### src/rtl/mux_pkg.sv
// rtl/mux_pkg.sv - shared constants, state encoding and clog2 helper for mux_scan_nxw
package mux_pkg;

  localparam logic MODE_MANUAL = 1'b0;
  localparam logic MODE_SCAN   = 1'b1;

  typedef enum logic [1:0] {
    IDLE   = 2'd0,
    MANUAL = 2'd1,
    SCAN   = 2'd2
  } state_t;

  function automatic int clog2(input int v);
    clog2 = 0;
    for (int i = 0; i < 31; i++) begin
      if ((1 << i) < v) clog2 = i + 1;
    end
  endfunction

endpackage

### src/rtl/mux_nxw_comb.sv
// rtl/mux_nxw_comb.sv - combinational W-bit N:1 selector; select values >= N yield zero
module mux_nxw_comb
  import mux_pkg::*;
#(
  parameter int N = 8,
  parameter int W = 1,
  localparam int SEL_W = clog2(N)
) (
  input  logic [N*W-1:0] d,
  input  logic [SEL_W-1:0] sel,
  output logic [W-1:0] y
);

  always_comb begin
    y = '0;
    for (int k = 0; k < N; k++) begin
      if (sel == SEL_W'(k)) y = d[k*W +: W];
    end
  end

endmodule

### src/rtl/mux_scan_nxw.sv
// rtl/mux_scan_nxw.sv - N-channel W-bit manual/scan multiplexer with registered valid/ready output
// Optional channel skipping in scan mode: MUX_SCAN_SKIP_EN
module mux_scan_nxw
  import mux_pkg::*;
#(
  parameter int N = 8,
  parameter int W = 1,
  parameter int DWELL = 1,
  localparam int SEL_W = clog2(N)
) (
  input  logic clock,
  input  logic reset_b,
  input  logic [N*W-1:0] d,
  input  logic [SEL_W-1:0] sel,
  input  logic mode,
  input  logic enable,
`ifdef MUX_SCAN_SKIP_EN
  input  logic [N-1:0] ch_mask,
`endif
  output logic [W-1:0] y,
  output logic [SEL_W-1:0] y_ch,
  output logic y_valid,
  input  logic y_ready,
  output logic wrap
);

  localparam int DW_W = clog2(DWELL + 1);

  state_t state, next_state;
  logic [SEL_W-1:0] ptr, cur_ptr, tgt, nxt, first_en, mux_sel;
  logic [DW_W-1:0] cnt, cur_cnt;
  logic [N-1:0] mask;
  logic [W-1:0] mux_y;
  logic pend, pend_eff, scan_mode, entering, avail, load, advance, crossed;

`ifdef MUX_SCAN_SKIP_EN
  assign mask = ch_mask;
`else
  assign mask = '1;
`endif

  // Next enabled channel strictly after p, wrapping; p itself if it is the only one.
  function automatic logic [SEL_W-1:0] next_en(input logic [SEL_W-1:0] p,
                                               input logic [N-1:0] m);
    int idx;
    next_en = p;
    for (int i = N; i >= 1; i--) begin
      idx = (int'(p) + i) % N;
      if (m[SEL_W'(idx)]) next_en = SEL_W'(idx);
    end
  endfunction

  always_comb begin
    if (!enable) next_state = IDLE;
    else if (mode == MODE_SCAN) next_state = SCAN;
    else if (mode == MODE_MANUAL) next_state = MANUAL;
    else next_state = IDLE;

    first_en = '0;
    for (int k = N - 1; k >= 0; k--) begin
      if (mask[k]) first_en = SEL_W'(k);
    end

    scan_mode = (next_state == SCAN);
    entering  = scan_mode && (state != SCAN);
    cur_ptr   = entering ? first_en : ptr;
    cur_cnt   = entering ? '0 : cnt;
    pend_eff  = entering ? 1'b0 : pend;
    // A channel masked off since the last advance is hopped over at dwell start.
    tgt       = (!mask[cur_ptr] && cur_cnt == '0) ? next_en(cur_ptr, mask) : cur_ptr;
    nxt       = next_en(tgt, mask);
    crossed   = (nxt <= tgt);
    advance   = (cur_cnt == DW_W'(DWELL - 1));
    avail     = scan_mode ? (|mask) : 1'b1;
    load      = enable && (!y_valid || y_ready) && avail;
    mux_sel   = scan_mode ? tgt : sel;
  end

  mux_nxw_comb #(.N(N), .W(W)) u_sel (
    .d  (d),
    .sel(mux_sel),
    .y  (mux_y)
  );

  always_ff @(posedge clock) begin
    if (!reset_b) begin
      state   <= IDLE;
      ptr     <= '0;
      cnt     <= '0;
      pend    <= 1'b0;
      y       <= '0;
      y_ch    <= '0;
      y_valid <= 1'b0;
      wrap    <= 1'b0;
    end else begin
      state <= next_state;
      if (entering) begin
        ptr  <= cur_ptr;
        cnt  <= '0;
        pend <= 1'b0;
      end
      if (load) begin
        y       <= mux_y;
        y_ch    <= mux_sel;
        y_valid <= 1'b1;
        wrap    <= scan_mode && pend_eff;
        if (scan_mode) begin
          if (advance) begin
            cnt  <= '0;
            ptr  <= nxt;
            pend <= crossed;
          end else begin
            cnt  <= cur_cnt + DW_W'(1);
            ptr  <= tgt;
            pend <= 1'b0;
          end
        end
      end else if (y_ready) begin
        y_valid <= 1'b0;
      end
    end
  end

endmodule
### config.mk
export PLATFORM = sky130hd
export DESIGN_NAME = mux_scan_nxw
export DESIGN_NICKNAME = d
export VERILOG_FILES = /design/src/rtl/mux_pkg.sv /design/src/rtl/mux_nxw_comb.sv /design/src/rtl/mux_scan_nxw.sv
export SDC_FILE = /design/constraint.sdc
export NUM_CORES = 1
export LEC_CHECK = 0
export CAP_MARGIN = 20
export CORE_UTILIZATION = 44
export CTS_CLUSTER_DIAMETER = 50
export DETAILED_ROUTE_END_ITERATION = 7
export PLACE_DENSITY = 0.88
export SYNTH_ARGS = -nofsm -noshare
export SYNTH_HDL_FRONTEND = slang
export SYNTH_HIERARCHICAL = 1
export SYNTH_SLANG_ARGS = --single-unit
### constraint.sdc
create_clock -name clock -period 2.1 [get_ports clock]
set_clock_uncertainty 0.05 [all_clocks]
set_input_delay 0.315 -clock clock [delete_from_list [all_inputs] [get_ports clock]]
set_output_delay 0.315 -clock clock [all_outputs]
set_load 0.01 [all_outputs]
==> flow_metrics.tcl <==
set metrics [dict create \
    core_area_mm2 0.00138 \
    gp_congestion 0.871 \
    yosys.area.top_type_share 0.378 \
    drc 0 \
    finalPower_mw 0.542 \
    setup_viol 0 \
    pwr-share-comb 0.232 \
    met2_usage 0.369 \
    startpoint_type "primary input" \
    ir_worst_vdd_uv 402 \
    synth_most_common_cell "dfxtp_1" \
    ff2ff_setup_slack_ns 0.21 \
    antenna_found_initial 0 \
    ys_seq_area_frac 0.378 \
    maxSlewHeadroom 0.713 \
    setup.worst_path.start "mode" \
    cts_hold_buf 0 \
    end_kind "flip-flop" \
    worstSetupPathType "in -> reg" \
    synth.distinct_cells 32 \
    track_usage 0.219 \
    cap_violations 0 \
    crit_required_ns 2.22 \
    syn_nets 87 \
    portBuffers 21 \
    grt_overflow 0 \
    start_util 0.498 \
    busiest_layer "met2" \
    clockRootBuffer "clkbuf_4" \
    synth_common_cells "dfxtp_1 (13), nand2_1 (7), o21ai_0 (6)" \
    p_leak_nw 0.409 \
    first_pass_iters 3 \
    ys.warnings.count 6 \
    drive_above_1_share 0.277 \
    area_delta_synth_final_pct 46.2 \
    postRouteAntennaNets 0 \
    rsz0062_at_grt "no" \
    cts_htree_levels 1 \
    internal_power_mw 0.410 \
    grt_util_met1 0.270 \
    fillers 106 \
    multi_input_area_um2 423 \
    yosys.area.top_type "dfxtp_1" \
    synthFlopType "dfxtp_1" \
    synth_seq_cells 13 \
    pwr-share-clk 0.282 \
    grt_max_degree 13 \
    synth-edff-count 0 \
    max_freq_ghz 0.491 \
    power_density_mw_per_mm2 539 \
    swShare 0.245 \
    hold_class "reg -> reg" \
    regArea_um2 260 \
    finalCritPeriodShare 0.969 \
    worst_slew_pin_slew_ns 0.424 \
    dpl.hpwl_um 1380 \
    path_clk_slew_ns 0.08 \
    wl_per_cell_um 14.7 \
    syn_area_per_cell_um2 9.97 \
    use_met3 0.0652 \
    fin_crit_ns 2.04 \
    status "complete, no violations" \
    grt_pass1_wl_um 2890 \
    fp.dieArea_mm2 0.00173 \
    vias 633 \
    worstHoldPathCells 2 \
    cts_max_path_buffers 2 \
    cts_made_buffers 3 \
    critPathMaxFanout 3 \
    die_w_um 41.5 \
    die_h_um 41.5 \
    worstHoldStart "pend" \
    hold_viol 0 \
    r2r-end "y" \
    cts_tree "yes" \
    ios 22 \
    rr_startpoint "state[0]" \
    maxSlewViolCount 0 \
    routed_wl_um 1700 \
    row_count 13 \
    via_per_inst 5.46 \
    synth.cell_area_um2 688 \
    syn-instance-count 69 \
    antenna_cells 0 \
    drt_iter0_drc 15 \
    async_flop_share 0 \
    clk_latency_ns 0.27 \
    cts.sinks 13 \
    place_inst 112 \
    grt_pass1_vias 652 \
    r2r_cells 7 \
    stdcell_count 116 \
    cp_data_arrival_time_ns 2.15 \
    nets 120 \
    p_switching_mw 0.133 \
    worstHoldEndpoint "pend" \
    seq_power_share 0.486 \
    ys_top_cells_by_area "dfxtp_1 (38%), mux4_1 (7.6%), a22o_2 (4.4%)" \
]
==> cell usage in the layout, fill, tap and decap left out, types with 2 or more instances in the layout <==
master           instances
a21oi_1                  3
a22o_2                   2
buf_4                    8
clkbuf_4                 3
clkdlybuf4s50_1         21
dfxtp_1                 13
ha_1                     2
inv_1                    2
nand2_1                  7
nand2b_1                 2
nand3_1                  2
nor2_1                   2
nor2b_1                  2
o21ai_0                  6
o21ba_2                  3
==> cells by family (layout without fill, tap and decap cells) <==
group / Yosys count / after routing / share of synthesized area
flops: 13 / 13 / 0.378
fa+ha+maj: 2 / 2 / 0.0364
mux: 4 / 4 / 0.107
simple gates: 26 / 26 / 0.238
compound gates: 21 / 21 / 0.224
buf+inv: 3 / 35 / 0.0164
==> state kept, by name, indices dropped and copies added, names as in the netlist <==
register,count
y_valid,1
wrap,1
y_ch,3
state,2
ptr,3
cnt,1
y,1
pend,1
==> per-stage QoR <==
step                utilization  area, µm²  setup TNS, ns  setup slack, ns  hold slack (ns)
floorplan                     -        688              0            0.290            0.384
global placement          0.704        973         -0.207           -0.207            0.394
detailed placement        0.704        973         -0.340           -0.298            0.410
CTS                       0.720        996              0           0.0232            0.421
global route              0.728       1010              0          0.00772            0.444
finish                    0.728       1010              0           0.0645            0.418
==> worst max-delay path by stage <==
| stage | end | cells past startpoint |
|---|---|---|
| 2_1_floorplan | y | 7 |
| 3_3_place_gp | y | 8 |
| 3_5_place_dp | y | 8 |
| 4_1_cts | y | 8 |
| 5_1_grt | y | 8 |
| 6_report | y | 8 |
==> routing by layer <==
| metal | share of wire | up-vias |
|---|---|---|
| met5 | 0 | - |
| met4 | 0.0023 | 0 |
| met3 | 0.055 | 2 |
| met2 | 0.50 | 19 |
| met1 | 0.44 | 293 |
| li1 | - | 319 |
==> critical path, cell delays in order <==
cell and delay (ns):
clkdlybuf4s50_1 0.52, nand2_4 0.07, buf_4 0.14, a22o_4 0.27, mux4_1 0.45, mux2_2 0.28
nand2_1 0.05, a21boi_0 0.06
==> power groups by stage <==
stage                     combinational [mW]  clock (mW)  sequential [mW]
final                                  0.126       0.153            0.263
after global routing                   0.137       0.167            0.265
after CTS                              0.125       0.157            0.263
after detailed placement               0.124           0            0.269
after global placement                 0.120           0            0.268
after floorplan                       0.0526           0            0.271
==> layout make-up <==
class,instances,area share
well taps,15,0.0187
multi-input cells,53,0.420
repair buffers,29,0.269
clock buffers,4,0.0261
flip-flops and latches,13,0.259
inverters,2,0.00746
==> what timing repair did <==
action / in CTS / in global routing
endpoints found under the setup margin: 1 / 1
pin swaps: 1 / 1
gates resized for setup: 1 / 2
setup buffers: 0 / 0
No activity file was read; power rests on OpenSTA's default activity.
